[config.mk]
export PLATFORM = sky130hd
export DESIGN_NAME = id_stage_flat
export DESIGN_NICKNAME = d
export VERILOG_FILES = /design/src/rtl/id_stage_pkg.sv /design/src/rtl/id_stage_if.sv /design/src/rtl/id_stage_reg_file.sv /design/src/rtl/id_stage.sv /design/src/flat_wrapper.sv
export SDC_FILE = /design/constraint.sdc
export NUM_CORES = 1
export LEC_CHECK = 0
export CORE_MARGIN = 4
export CORE_UTILIZATION = 34
export CTS_BUF_LIST = sky130_fd_sc_hd__clkbuf_16
export CTS_CLUSTER_SIZE = 10
export DETAILED_ROUTE_END_ITERATION = 6
export SYNTH_ARGS = -nofsm -noshare
export SYNTH_HDL_FRONTEND = slang
export SYNTH_HIERARCHICAL = 1
export SYNTH_SLANG_ARGS = --single-unit
[constraint.sdc]
create_clock -name clk -period 2.25 [get_ports clk]
set_clock_uncertainty 0.15 [all_clocks]
set_input_delay 0.45 -clock clk [delete_from_list [all_inputs] [get_ports clk]]
set_output_delay 0.45 -clock clk [all_outputs]
set_load 0.02 [all_outputs]
[src/rtl/id_stage_pkg.sv]
// rtl/id_stage_pkg.sv - shared decode constants and IF/ID buffer type
package id_stage_pkg;

  localparam int          NUM_REGS = 8;
  localparam int          IDX_W    = $clog2(NUM_REGS);
  localparam logic [15:0] NOP_WORD = 16'd0;

  localparam logic [3:0] OP_NOP   = 4'd0;
  localparam logic [3:0] OP_ALU   = 4'd1;
  localparam logic [3:0] OP_ITYPE = 4'd8;
  localparam logic [3:0] OP_LDD   = 4'd9;
  localparam logic [3:0] OP_STD   = 4'd10;

  localparam int OPC_LSB  = 12;
  localparam int RD_LSB   = 9;
  localparam int RS1_LSB  = 6;
  localparam int RS2_LSB  = 3;
  localparam int FUNC_LSB = 0;

  typedef struct packed {
    logic [31:0] pc;
    logic [15:0] instr;
    logic [15:0] imm;
    logic        intr;
  } ifid_t;

  function automatic logic uses_rs1(input logic [3:0] op);
    return (op != OP_NOP) && (op != OP_ITYPE);
  endfunction

  function automatic logic uses_rs2(input logic [3:0] op);
    return (op == OP_ALU) || (op == OP_STD);
  endfunction

endpackage

[src/rtl/id_stage_if.sv]
// rtl/id_stage_if.sv - fetch-to-decode bus with stall returned to fetch
interface id_stage_if;
  logic [31:0] PC_IF_in;
  logic [15:0] instr_in;
  logic [15:0] Data_in;
  logic        INT_in;
  logic        stall;

  modport master (output PC_IF_in, output instr_in, output Data_in, output INT_in, input stall);
  modport slave  (input PC_IF_in, input instr_in, input Data_in, input INT_in, output stall);
endinterface

[src/rtl/id_stage_reg_file.sv]
// rtl/id_stage_reg_file.sv - 2R1W register file with write-through read bypass
module reg_file #(
  parameter int NREGS = 8,
  parameter int W     = 16,
  localparam int IW   = $clog2(NREGS)
) (
  input  logic          clk,
  input  logic          reset,
  input  logic          wr_en,
  input  logic [IW-1:0] wr_idx,
  input  logic [W-1:0]  wr_data,
  input  logic [IW-1:0] rd_idx_a,
  output logic [W-1:0]  rd_data_a,
  input  logic [IW-1:0] rd_idx_b,
  output logic [W-1:0]  rd_data_b
);

  logic [W-1:0] regs [NREGS];

  always_ff @(posedge clk or negedge reset) begin
    if (!reset) begin
      for (int i = 0; i < NREGS; i++) regs[i] <= '0;
    end else if (wr_en) begin
      regs[wr_idx] <= wr_data;
    end
  end

  // Bypass is suppressed in reset since the write it forwards will not land.
  assign rd_data_a = (reset && wr_en && wr_idx == rd_idx_a) ? wr_data : regs[rd_idx_a];
  assign rd_data_b = (reset && wr_en && wr_idx == rd_idx_b) ? wr_data : regs[rd_idx_b];

endmodule

[src/rtl/id_stage.sv]
// rtl/id_stage.sv - decode stage: IF/ID buffer, field decode, regfile read, load-use stall
module id_stage
  import id_stage_pkg::*;
#(
  parameter int          NREGS    = 8,
  parameter logic [31:0] RESET_PC = 32'd0
) (
  input  logic             clk,
  input  logic             reset,
  id_stage_if.slave        fetch,
  input  logic             flush,
  input  logic             ex_mem_read,
  input  logic [IDX_W-1:0] ex_rd,
  input  logic             wb_en,
  input  logic [IDX_W-1:0] wb_idx,
  input  logic [15:0]      wb_data,
  output logic [31:0]      PC_ID_out,
  output logic [15:0]      imm_out,
  output logic             INT_out,
  output logic [3:0]       opcode,
  output logic [2:0]       rd_idx,
  output logic [2:0]       rs1_idx,
  output logic [2:0]       rs2_idx,
  output logic [2:0]       func,
  output logic [15:0]      rs1_data,
  output logic [15:0]      rs2_data,
  output logic             valid
);

  localparam ifid_t BUF_RST = '{pc: RESET_PC, instr: NOP_WORD, imm: 16'd0, intr: 1'b0};

  ifid_t buf_q;
  logic  buf_valid;
  logic  hazard;
  logic  stall;

  always_ff @(posedge clk or negedge reset) begin
    if (!reset) begin
      buf_q <= BUF_RST;
    end else if (flush) begin
      buf_q <= BUF_RST;
    end else if (!stall) begin
      buf_q <= '{pc: fetch.PC_IF_in, instr: fetch.instr_in, imm: fetch.Data_in, intr: fetch.INT_in};
    end
  end

  assign opcode    = buf_q.instr[OPC_LSB +: 4];
  assign rd_idx    = buf_q.instr[RD_LSB +: 3];
  assign rs1_idx   = buf_q.instr[RS1_LSB +: 3];
  assign rs2_idx   = buf_q.instr[RS2_LSB +: 3];
  assign func      = buf_q.instr[FUNC_LSB +: 3];
  assign PC_ID_out = buf_q.pc;
  assign imm_out   = buf_q.imm;
  assign INT_out   = buf_q.intr;

  // An interrupt slot carries opcode 0, so it naturally claims no sources.
  assign buf_valid = (buf_q.instr != NOP_WORD) || buf_q.intr;
  assign hazard    = (uses_rs1(opcode) && ex_rd == rs1_idx) ||
                     (uses_rs2(opcode) && ex_rd == rs2_idx);
  assign stall     = ex_mem_read && buf_valid && hazard && !flush;
  assign valid     = buf_valid && !stall;

  assign fetch.stall = stall;

  reg_file #(.NREGS(NREGS), .W(16)) u_reg_file (
    .clk       (clk),
    .reset     (reset),
    .wr_en     (wb_en),
    .wr_idx    (wb_idx),
    .wr_data   (wb_data),
    .rd_idx_a  (rs1_idx),
    .rd_data_a (rs1_data),
    .rd_idx_b  (rs2_idx),
    .rd_data_b (rs2_data)
  );

endmodule

[src/flat_wrapper.sv]
// flat-port wrapper written by rule: the top's interface ports become plain ports
module id_stage_flat import id_stage_pkg::*;
#(
  parameter int          NREGS    = 8,
  parameter logic [31:0] RESET_PC = 32'd0
)
  (clk, reset, flush, ex_mem_read, ex_rd, wb_en, wb_idx, wb_data, PC_ID_out, imm_out, INT_out, opcode, rd_idx, rs1_idx, rs2_idx, func, rs1_data, rs2_data, valid, fetch_PC_IF_in, fetch_instr_in, fetch_Data_in, fetch_INT_in, fetch_stall);
  id_stage_if fetch_i ();
  input  logic clk;
  input  logic reset;
  input  logic flush;
  input  logic ex_mem_read;
  input  logic [IDX_W-1:0] ex_rd;
  input  logic wb_en;
  input  logic [IDX_W-1:0] wb_idx;
  input  logic [15:0] wb_data;
  output logic [31:0] PC_ID_out;
  output logic [15:0] imm_out;
  output logic INT_out;
  output logic [3:0] opcode;
  output logic [2:0] rd_idx;
  output logic [2:0] rs1_idx;
  output logic [2:0] rs2_idx;
  output logic [2:0] func;
  output logic [15:0] rs1_data;
  output logic [15:0] rs2_data;
  output logic valid;
  input wire logic [$bits(fetch_i.PC_IF_in)-1:0] fetch_PC_IF_in;
  input wire logic [$bits(fetch_i.instr_in)-1:0] fetch_instr_in;
  input wire logic [$bits(fetch_i.Data_in)-1:0] fetch_Data_in;
  input wire logic [$bits(fetch_i.INT_in)-1:0] fetch_INT_in;
  output wire logic [$bits(fetch_i.stall)-1:0] fetch_stall;
  assign fetch_i.PC_IF_in = fetch_PC_IF_in;
  assign fetch_i.instr_in = fetch_instr_in;
  assign fetch_i.Data_in = fetch_Data_in;
  assign fetch_i.INT_in = fetch_INT_in;
  assign fetch_stall = fetch_i.stall;
  id_stage #(.NREGS(NREGS), .RESET_PC(RESET_PC)) u_core (.clk(clk), .reset(reset), .fetch(fetch_i), .flush(flush), .ex_mem_read(ex_mem_read), .ex_rd(ex_rd), .wb_en(wb_en), .wb_idx(wb_idx), .wb_data(wb_data), .PC_ID_out(PC_ID_out), .imm_out(imm_out), .INT_out(INT_out), .opcode(opcode), .rd_idx(rd_idx), .rs1_idx(rs1_idx), .rs2_idx(rs2_idx), .func(func), .rs1_data(rs1_data), .rs2_data(rs2_data), .valid(valid));
endmodule
Yosys cells after proc, flatten, opt, wreduce, memory -nomap -nowiden
Cells that the tools add are included.
- $lt $le $gt $ge: 4
- equal/unequal tests: 8
- muxes and demuxes: 13
- bitwise logic cells: 3
- reductions and logical operators: 18
- operators with widths (operator ; number):
    $mux 65 ; 2
    $bwmux 128 ; 1
    $mux 16 ; 7
    $bmux 16 s3 ; 2
    $demux 16 s3 ; 1
    $reduce_bool 16->1 ; 1
    $eq 3x3->1 ; 4
    $ge 4x4->1 const B ; 3
    $not 3->4 ; 3
    $logic_and 1x1->1 ; 11
    $eq 4x1->1 const B ; 1
    $eq 4x4->1 const B ; 1
    $lt 4x1->1 const B ; 1
    $ne 4x4->1 const B ; 1
    $reduce_bool 4->1 ; 1
    $logic_or 1x1->1 ; 3
    $logic_not 1->1 ; 2
    $ne 2x2->1 const B ; 1
- flip-flop bits (word level): 193
- bits of input ports: 92
- output and inout port bits: 99
- word-level logic and storage cells: 58

Longest topological paths before layout
Gate-level depths: netlist of run 1.
- word-level depth: 8
- gate-level depth with buffers: 6
- depth with buffers taken out: 4

By module
The synthesis of run 1 kept the hierarchy.
- by module, submodules not included (module ; instances ; cells an instance ; area an instance (um2) ; sequential area each (um2)):
    reg_file ; 1 ; 455 ; 7325.8 ; 3203.1
    id_stage ; 1 ; 302 ; 3025.4 ; 1626.6

Worst setup path after synthesis of run 1
Ideal clock, no wire load.
- path kind: register -> output
- start: reg u_core.buf_q (netlist bit u_core/rs1_idx[0])
- end: out rs1_data[10]
- data arrival time: 2.115 ns
- required time: 1.650 ns
- path slack: -0.465 ns
- cell stages (with the launch flop): 6
- path buffers: 2
- cells stage by stage: dfrtp_1 > buf_2 > buf_2 > mux4_2 > mux2_2 > mux2_2
- word-level cells in the longest chain between the ends: 5
- elaborated cells on any way between the ends: 7
- classes of those cells: eq/ne: 1; mux: 4; bitwise: 1; reduce/logical: 1
- ends and longest elaborated chain (item ; line ; source):
    start, declared ; id_stage.sv:32 ; ifid_t buf_q;
    start signal, assigned ; id_stage.sv:43 ; buf_q <= '{pc: fetch.PC_IF_in, instr: fetch.instr_in, imm: fetch.Data_in, intr: fetch.INT_in};
    $not 3->4 (not written as such) ; id_stage_reg_file.sv:29 ; assign rd_data_a = (reset && wr_en && wr_idx == rd_idx_a) ? wr_data : regs[rd_idx_a];
    $bmux 16 s3 ; id_stage_reg_file.sv:29 ;
    $mux 16 (not written as such) (2 in a row) ; id_stage_reg_file.sv:29 ;
    $mux 16 (*) ; id_stage_reg_file.sv:29 ;
    end, declared ; flat_wrapper.sv:25 ; output logic [15:0] rs1_data;
Mark *: on every way between the ends. The rest lies on a longest branch, timed or not. The select of a mux whose other input is x is not followed.

Worst setup path after layout of run 1
- start: reg u_core.buf_q (netlist bit u_core/rs1_idx[0])
- end: out rs1_data[7]
The elaborated chain is that of the path after synthesis.

==> flow_metrics.tcl, run 1 <==
set metrics [dict create \
    outcome "finished with violations" \
    violations "setup timing" \
    ir_worst_vdd_mv 0.406 \
    grt_pass1_vias 7576 \
    cts_buffer_depth 2 \
    crit_path_max_incr_delay_ns 0.50 \
    hold_viol_final 0 \
    clk_pin_slew_ns 0.08 \
    ios 191 \
    grt_pass1_wl_mm 45.0 \
    yosys.area.top_type_share_pct 46.7 \
    setup_viol 99 \
    clk_latency_ns 0.44 \
    holdCritPathClass "reg2reg" \
    dpl.hpwl_mm 18.5 \
    dpl_worst_slack_ns -1.07 \
    period_share_pct 134 \
    finalWorstSetupSlack_ns -0.772 \
    antenna_found_initial 1 \
    initial_utilization_pct 34.6 \
    relSlewSlack_pct 59.5 \
    cpMaxStageDelayCell "mux4_2" \
    synthToLayoutAreaGrowth_pct 41.8 \
    yosysSeqAreaShare_pct 46.7 \
    maxCapViolations 0 \
    synth-simple-area-share_pct 6.37 \
    yosysWarnings 6 \
    critPathBufInv 4 \
    syn_area_per_cell_um2 13.7 \
    rsz0062_at_grt "yes" \
    remaining_drc_errors 0 \
    totalWireLength_mm 29.9 \
    synth_xor_area_share_pct 1.02 \
    p_per_area_nw_per_um2 776 \
    overflow 0 \
    fin_util_pct 49.1 \
    netlist_area_um2 10400 \
    p_leak_nw 6.64 \
    final_area_um2 14700 \
    crit_family "multiplexers" \
    crit_path_max_fanout 6 \
    tritoncts "done" \
    drt_iter0_markers 289 \
    port_buffers 190 \
    layout_commonest_cell "dfrtp_1" \
    worst_pin_slew_ns 0.607 \
    tns_ns -32.79 \
    synth_fa_ha_area_share_pct 0 \
    track_usage_pct 17.6 \
    gp_congestion 0.763 \
    fmax_mhz 331 \
    dr.pass1.iters 4 \
    fp.dieH_um 182 \
    cts_sinks 193 \
    postRouteAntennaNets 0 \
    synth.net_count 849 \
    slew_violations 0 \
    end_kind "output pin" \
    layout_common_cells "dfrtp_1 (185), clkdlybuf4s50_1 (147), mux2_2 (143)" \
    yosysTopAreaCell "dfrtp_1" \
    place_area_um2 13200 \
    power_mw 11.4 \
    synth-seq-cells 193 \
    cp-start-kind "flip-flop" \
    drive_above_1_share_pct 44.8 \
    required_ns 1.65 \
    synthTopCellsByArea "dfrtp_1 (47%), mux2_2 (19%), mux4_2 (14%)" \
    n_antenna_cell 0 \
    vias 7128 \
    crit_type "reg2out" \
    grt_max_degree 157 \
    die_w_um 182 \
    cts_root_buffer "clkbuf_16" \
    cts_inserted_buffers 17 \
    htree_levels 4 \
    synth_cell_types 28 \
    period_minus_slack_ns 3.02 \
    crit_arrival_ns 2.42 \
    syn-instance-count 757 \
    via_per_inst 5.08 \
    synth_mux_area_share_pct 41.8 \
    final_nets 1093 \
    synth_compound_area_share_pct 0.290 \
    synth_top_family_by_area "multiplexers" \
    wl_per_cell_um 21.3 \
    rows 63 \
    core_area_um2 29900 \
    die_area_um2 33300 \
    cp_cell_sequence "buf_6, buf_8, buf_12, mux4_2, mux2_4, mux2_4, buf_6" \
]
-- final timing paths --
check	slack, ns	cells after the start	to	from
max reg2reg	-0.16	10	u_core/imm_out[12]$_DFFE_PN0P_	u_core/rs2_idx[0]$_DFFE_PN0P_
max in group asynchronous	0.57	4	u_core/u_reg_file/regs[31]$_DFFE_PN0P_	reset
min	0.37	1	u_core/u_reg_file/regs[84]$_DFFE_PN0P_	u_core/u_reg_file/regs[84]$_DFFE_PN0P_
min reg2reg	0.37	1	u_core/u_reg_file/regs[84]$_DFFE_PN0P_	u_core/u_reg_file/regs[84]$_DFFE_PN0P_
max	-0.77	7	rs1_data[7]	u_core/rs1_idx[0]$_DFFE_PN0P_
min in group asynchronous	0.52	3	u_core/u_reg_file/regs[34]$_DFFE_PN0P_	reset
-- flip-flops by register name, indices dropped and copies added, names as in the netlist --
signal,cells
u_core/INT_out,1
u_core/PC_ID_out,32
u_core/func,3
u_core/imm_out,16
u_core/opcode,4
u_core/rd_idx,3
u_core/rs1_idx,3
u_core/rs2_idx,3
u_core/u_reg_file/regs,128
-- power breakdown --
part / internal [mW] / total [mW] / switching (mW)
clock: 1.66 / 3.30 / 1.64
sequential: 4.06 / 4.48 / 0.421
combinational: 2.24 / 3.61 / 1.37
-- through the flow --
stage	instances	hold slack, ns
4_1_cts	1399	0.380
5_1_grt	1404	0.391
6_report	1404	0.375
3_3_place_gp	1341	0.352
3_5_place_dp	1341	0.360
2_1_floorplan	757	0.00441
-- cell usage after synthesis, drive strengths merged --
master / instances
nor4: 3
nand2: 132
nand4b: 3
clkbuf: 26
nand2b: 1
nand4: 2
o21a: 1
or4: 3
dfrtp: 193
mux2: 192
nor3: 4
nor2b: 1
nor4b: 1
nor2: 2
xor2: 12
a2111oi: 1
inv: 1
mux2i: 65
a22oi: 1
nor3b: 2
mux4: 64
buf: 47
-- per-layer routing --
layer | GRT usage, % | vias up | wire length, um
met5 | 0 | - | 13
met4 | 3.90 | 2 | 331
met1 | 23.4 | 3638 | 12800
met2 | 27.9 | 236 | 14300
met3 | 6.18 | 23 | 2450
li1 | - | 3229 | -
-- worst register-to-register path, cell delays in order (launching register included) --
cell,delay [ns]
dfrtp_2,0.48
buf_6,0.15
buf_6,0.12
buf_6,0.11
xor2_2,0.15
a2111oi_4,0.31
a22oi_2,0.20
buf_6,0.18
clkbuf_16,0.16
clkbuf_16,0.17
mux2i_1,0.12
-- cell families (layout without fill, tap and decap cells) --
family | Yosys count | after routing
DFF | 193 | 193
xor gates and xnor gates | 12 | 12
buffers and inverters | 74 | 331
AOI/OAI and AO/OA | 3 | 3
and+or+nand+nor | 154 | 154
muxes | 321 | 321
-- cell type report --
| type | instances | area (um2) |
|---|---|---|
| Clock buffer | 17 | 425 |
| Clock inverter | 15 | 229 |
| Fill cell | 2655 | 15200 |
| Inverter | 1 | 5.00 |
| Multi-Input combinational cell | 490 | 5300 |
| Sequential cell | 193 | 4840 |
| Tap cell | 390 | 488 |
| Timing Repair Buffer | 298 | 3390 |
-- repair_timing --
action                     in CTS  in global routing
cloned                          8                  8
pin swaps                       6                  6
hold buffers                    1                  0
setup buffers                  19                  2
hold endpoints to repair       37                  0
setup endpoints to repair      94                239
gates resized for setup       248                 56
(Power assumes the default switching activity.)
==> run 2, diff against run 1 <==
PLACE_DENSITY_LB_ADDON = 0.08   (was not set)
SYNTH_HIERARCHICAL = not set   (was 1)
==> run 2 against run 1 <==
  * The flow still finishes with violations (setup timing)
  * Cell area up 0.14%
  * Synthesized area fell by 1.7%
  * Via count grew 0.41%
  * Flip-flop and latch count did not move
  * Global-route usage increased by 0.78 points
==> flow_metrics.tcl, run 2 <==
set metrics [dict create \
    hold_viol_final 0 \
    cts_buffer_depth 2 \
    holdWs_ns 0.356 \
    synth_fa_ha_area_share_pct 0 \
    p_leak_nw 6.48 \
    remaining_drc_errors 0 \
    cts_root_buffer "clkbuf_16" \
    worst_pin_slew_ns 0.750 \
    grt_max_degree 115 \
    core_area_um2 29600 \
    synth-edff-count 0 \
    yosysWarnings 0 \
    overflow 0 \
    finalWorstSetupSlack_ns -0.505 \
    synth_top_family_by_area "multiplexers" \
    rows 63 \
    synth_xor_area_share_pct 1.03 \
    hp-start "u_core.u_reg_file.regs[94]$_DFFE_PN0P_" \
    crit_start "u_core.rs2_idx[0]$_DFFE_PN0P_" \
    yosys.area.top_type_share_pct 47.5 \
    synth_mux_area_share_pct 37.9 \
    syn-instance-count 791 \
    grt_pass1_wl_mm 46.9 \
    antenna_found_initial 1 \
    synth-seq-cells 193 \
    period_share_pct 122 \
    clk_pin_slew_ns 0.09 \
    maxCapViolations 0 \
    layout_common_cells "dfrtp_1 (188), nand2_1 (155), clkdlybuf4s50_1 (144)" \
    layout_commonest_cell "dfrtp_1" \
    synth_compound_area_share_pct 1.92 \
    die_w_um 181 \
    cts_sinks 193 \
    synthToLayoutAreaGrowth_pct 44.5 \
    drt_iter0_markers 333 \
    htree_levels 4 \
    postRouteAntennaNets 0 \
    tritoncts "done" \
    violations "setup timing" \
    wl_per_cell_um 20.8 \
    outcome "finished with violations" \
    rsz0062_at_grt "yes" \
    track_usage_pct 18.4 \
    required_ns 1.65 \
    vias 7157 \
    ir_worst_vdd_mv 0.511 \
    netlist_top_cells_count "dfrtp_1 (193), nand2_1 (164), mux2i_1 (97)" \
    syn_area_per_cell_um2 12.9 \
    dr.pass1.iters 4 \
    netlist_area_um2 10200 \
    setup_viol 34 \
    initial_utilization_pct 34.4 \
    final_nets 1145 \
    grt_pass1_vias 7807 \
    drive_above_1_share_pct 36.1 \
    largest_reg_flops 128 \
    top_register "u_core.u_reg_file.regs" \
    crit_path_max_fanout 9 \
    crit_arrival_ns 2.16 \
    synth-simple-area-share_pct 7.64 \
    slew_violations 0 \
    clk_latency_ns 0.45 \
    crit_type "reg2out" \
    port_buffers 190 \
    gp_congestion 0.763 \
    relSlewSlack_pct 50.0 \
    cp-start-kind "flip-flop" \
    totalWireLength_mm 30.4 \
    yosysSeqAreaShare_pct 47.5 \
    synthTopCellsByArea "dfrtp_1 (47%), mux4_2 (14%), mux2i_1 (9.5%)" \
    ios 191 \
    async_reset_ff_share_pct 100 \
    tns_ns -14.74 \
    synth.net_count 883 \
    synth_cell_types 29 \
    via_per_inst 4.91 \
    p_per_area_nw_per_um2 753 \
    end_kind "output pin" \
    period_minus_slack_ns 2.76 \
    reg2reg_from "u_core.rs2_idx[0]$_DFFE_PN0P_" \
    dpl.hpwl_mm 20.0 \
    fp.dieH_um 181 \
    cts_inserted_buffers 17 \
    die_area_um2 32700 \
    post-synth-top-count-cell "dfrtp_1" \
    fmax_mhz 363 \
    yosysTopAreaCell "dfrtp_1" \
    synthFlopType "dfrtp_1" \
    holdCritPathClass "reg2reg" \
]
run 2: cell count changes after synthesis, sizes merged:
cell    change
buf         +4
clkbuf      -2
mux2       -64
mux2i      +32
nand2      +32
nor4        +2
o21ai      +32
or4         -2
run 2: critical path: stages (launching register included):
cell and delay (ns):
dfrtp_2 0.41, buf_4 0.13, buf_12 0.13, mux4_2 0.52
mux2i_1 0.17, buf_4 0.14, o21ai_2 0.04, buf_4 0.15
run 2: cells by family after synthesis:
family	Yosys count
AO/OA/AOI/OAI	35
buffers and inverters	76
XOR/XNOR	12
flip-flops	193
multiplexers	289
AND/OR/NAND/NOR	186
run 2: where the power goes:
part / total (mW) / switching (mW) / internal, mW
registers: 4.47 / 0.412 / 4.06
clock network: 3.22 / 1.66 / 1.56
logic: 3.39 / 1.45 / 1.94
run 2: metrics by stage:
step           instance area [um2]  total power [mW]  setup slack [ns]  util [%]  cells
3_5_place_dp                 13300              7.68            -0.932      44.9   1396
4_1_cts                      14500              11.1            -0.574      48.9   1451
5_1_grt                      14700              11.7            -0.586      49.7   1456
2_1_floorplan                10300              6.31            -0.103         -    791
3_3_place_gp                 13300              7.64            -0.884      44.9   1396
6_report                     14700              11.1            -0.505      49.7   1458
run 2: final timing paths:
path | to | slack [ns] | cells after the start
worst max-delay path | rs2_data[10] | -0.51 | 7
worst min-delay path | u_core.u_reg_file.regs[94]$_DFFE_PN0P_ | 0.36 | 1
worst max register to register | u_core.func[2]$_DFFE_PN0P_ | 0.08 | 9
worst min register to register | u_core.u_reg_file.regs[94]$_DFFE_PN0P_ | 0.36 | 1
max in group asynchronous | u_core.PC_ID_out[1]$_DFFE_PN0P_ | 0.24 | 4
min in group asynchronous | u_core.u_reg_file.regs[110]$_DFFE_PN0P_ | 0.62 | 3
run 2: layer usage:
layer | track usage (%) | vias to the layer above | share of wire [%]
met1 | 23.3 | 3551 | 42
met5 | 0 | - | 0
met2 | 29.4 | 203 | 48
met3 | 7.41 | 25 | 8.3
met4 | 4.98 | 0 | 1.8
li1 | - | 3378 | -
run 2: timing repair:
item | 4_1_cts | 5_1_grt
hold endpoints to repair | 16 | 0
hold buffers | 1 | 0
endpoints found under the setup margin | 105 | 82
buffers inserted | 16 | 3
pin swaps | 6 | 5
gates cloned | 6 | 6
resized for setup | 255 | 42
run 2: cell type report:
type                            instances  area (um2)
Clock inverter                         15         221
Antenna cell                            2        5.00
Inverter                                1        5.00
Clock buffer                           17         425
Fill cell                            2637       14900
Timing Repair Buffer                  318        3460
Sequential cell                       193        4840
Tap cell                              390         488
Multi-Input combinational cell        522        5260
==> run 3, diff against run 2 <==
CORE_MARGIN = not set   (was 4)
HOLD_SLACK_MARGIN = 0.1   (was not set)
PLACE_DENSITY = 0.63   (was not set)
PLACE_DENSITY_LB_ADDON = not set   (was 0.08)
==> run 3 against run 2 <==
  * The flow still finishes with violations (setup timing)
  * Clock power is 6.2% lower
  * Non-clock buffer count grew 4
  * Via count grew 1.9%
  * Setup slack worse by 0.018 ns
  * Sequential power barely moved
  * First-iteration DRC count up 11%
  * Critical path type unchanged
==> flow_metrics.tcl, run 3 (synthesis gave the netlist of run 2 again) <==
set metrics [dict create \
    via_per_inst 5.01 \
    reg2regPathDepth 7 \
    crit_arrival_ns 2.17 \
    ff2ff_setup_slack_ns -0.28 \
    critPathBufInv 6 \
    crit_path_max_incr_delay_ns 0.48 \
    ir_worst_vdd_mv 0.511 \
    cts_root_buffer "clkbuf_16" \
    htree_levels 4 \
    tritoncts "done" \
    dr.pass1.iters 4 \
    wl_per_cell_um 19.9 \
    antenna_found_initial 0 \
    final_nets 1149 \
    cts_sinks 193 \
    clk_pin_slew_ns 0.08 \
    hp-start "u_core.u_reg_file.regs[88]$_DFFE_PN0P_" \
    timing.rr.end "u_core.PC_ID_out[30]$_DFFE_PN0P_" \
    cts_buffer_depth 2 \
    reg2reg_from "u_core.rs2_idx[0]$_DFFE_PN0P_" \
    period_minus_slack_ns 2.77 \
    postRouteAntennaNets 0 \
    grt_pass1_vias 7685 \
    fmax_mhz 361 \
    cts_inserted_buffers 17 \
    crit_path_max_fanout 8 \
    violations "setup timing" \
    rsz0062_at_grt "yes" \
    dp_cells 1369 \
    crit_type "reg2out" \
    nFillCells 2520 \
    rows 62 \
    fp.dieH_um 175 \
    period_share_pct 123 \
    outcome "finished with violations" \
    port_buffers 190 \
    ios 191 \
    maxCapViolations 0 \
    cp_cell_sequence "buf_12, xor2_4, nor4_4, buf_6, buf_6, buf_16, buf_12, o21ai_4, buf_6" \
    holdPathEnd "u_core.u_reg_file.regs[88]$_DFFE_PN0P_" \
    totalWireLength_mm 29.0 \
    largest_reg_flops 128 \
    finalWorstSetupSlack_ns -0.523 \
    drive_above_1_share_pct 37.1 \
    end_kind "output pin" \
    relSlewSlack_pct 41.5 \
    stdcell_count 1454 \
    worst_pin_slew_ns 0.877 \
    core_area_um2 29100 \
    die_area_um2 30600 \
    hold_viol_final 0 \
    cpMaxStageDelayCell "dfrtp_2" \
    p_per_area_nw_per_um2 738 \
    n_antenna_cell 0 \
    power_mw 10.9 \
    slew_violations 0 \
    cp-start-kind "flip-flop" \
    hold_depth 1 \
    clk_latency_ns 0.44 \
    synthToLayoutAreaGrowth_pct 45.1 \
    top_register "u_core.u_reg_file.regs" \
    vias 7291 \
    layout_common_cells "dfrtp_1 (190), nand2_1 (153), clkdlybuf4s50_1 (144)" \
    p_leak_nw 6.49 \
    required_ns 1.65 \
    holdWs_ns 0.358 \
    setup_viol 85 \
    gp_congestion 0.738 \
    crit_family "buffers and inverters" \
    drt_iter0_markers 369 \
    remaining_drc_errors 0 \
    cp_common_cell "buf_6" \
    die_w_um 175 \
    layout_commonest_cell "dfrtp_1" \
    track_usage_pct 19.1 \
    overflow 0 \
    dpl.hpwl_mm 17.2 \
    grt_pass1_wl_mm 44.2 \
    initial_utilization_pct 35.0 \
    grt_max_degree 155 \
    holdCritPathClass "reg2reg" \
]
run 3: cell types whose count changed in the layout (fill, tap and decap cells not counted), moves of 4 or more:
| cell | delta |
|---|---|
| clkinvlp_4 | +4 |
| buf_4 | +4 |
| mux2i_4 | +4 |
| clkinv_8 | -7 |
| buf_2 | +4 |
| o21ai_1 | -6 |
run 3: cell type report:
| class | count | area (um2) | share of cell area, % |
|---|---|---|---|
| multi-input combinational | 522 | 5380 | 36.5 |
| sequential | 193 | 4830 | 32.7 |
| timing repair buffer | 322 | 3480 | 23.6 |
| tap | 384 | 480 | 3.25 |
| clock buffer | 17 | 425 | 2.88 |
| clock inverter | 15 | 155 | 1.05 |
| inverter | 1 | 5.00 | 0.0339 |
run 3: worst register-to-register path, stage by stage (launching register included):
cell,delay (ns)
dfrtp_2,0.46
buf_6,0.14
buf_6,0.12
xor2_4,0.19
a2111oi_4,0.05
a22oi_2,0.28
buf_4,0.75
mux2i_1,0.31
run 3: layer usage:
layer | wire [um] | global-route usage, % | vias up | part of all wire, %
li1 | - | - | 3377 | -
met1 | 12000 | 23.6 | 3637 | 41
met2 | 14000 | 31.4 | 235 | 48
met3 | 1980 | 5.37 | 42 | 6.8
met4 | 988 | 7.86 | 0 | 3.4
met5 | 0 | 0 | - | 0
run 3: repair_timing:
| action | 4_1_cts | 5_1_grt |
|---|---|---|
| gates resized for setup | 220 | 58 |
| hold buffers | 1 | 0 |
| setup buffers | 27 | 19 |
| pin swaps | 11 | 8 |
| endpoints found under the setup margin | 89 | 241 |
| hold endpoints to repair | 39 | 0 |
| cloned | 4 | 5 |
run 3: worst max path at each step:
stage                                        startpoint      endpoint  slack [ns]  cells after the start
final                     u_core.rs1_idx[0]$_DFFE_PN0P_   rs1_data[1]       -0.52                      9
after floorplan           u_core.rs2_idx[2]$_DFFE_PN0P_         valid       -0.10                      7
after global routing      u_core.rs1_idx[0]$_DFFE_PN0P_  rs1_data[12]       -0.61                      7
after global placement                        wb_idx[2]  rs2_data[11]       -0.85                      7
after CTS                 u_core.rs2_idx[0]$_DFFE_PN0P_         valid       -0.64                      7
after detailed placement                      wb_idx[2]  rs2_data[14]       -0.91                      7
run 3: power breakdown:
| part | switching [mW] | internal (mW) |
|---|---|---|
| registers | 0.392 | 4.06 |
| logic | 1.47 | 1.96 |
| clock network | 1.46 | 1.57 |
run 3: stage by stage:
stage / area (um2) / util [%] / worst slack [ns] / setup TNS (ns)
global route: 14800 / 50.7 / -0.605 / -39.74
global placement: 13200 / 45.4 / -0.854 / -66.30
detailed placement: 13200 / 45.4 / -0.912 / -68.60
CTS: 14300 / 49.1 / -0.638 / -35.71
finish: 14800 / 50.7 / -0.523 / -28.68
floorplan: 10300 / - / -0.103 / -0.465
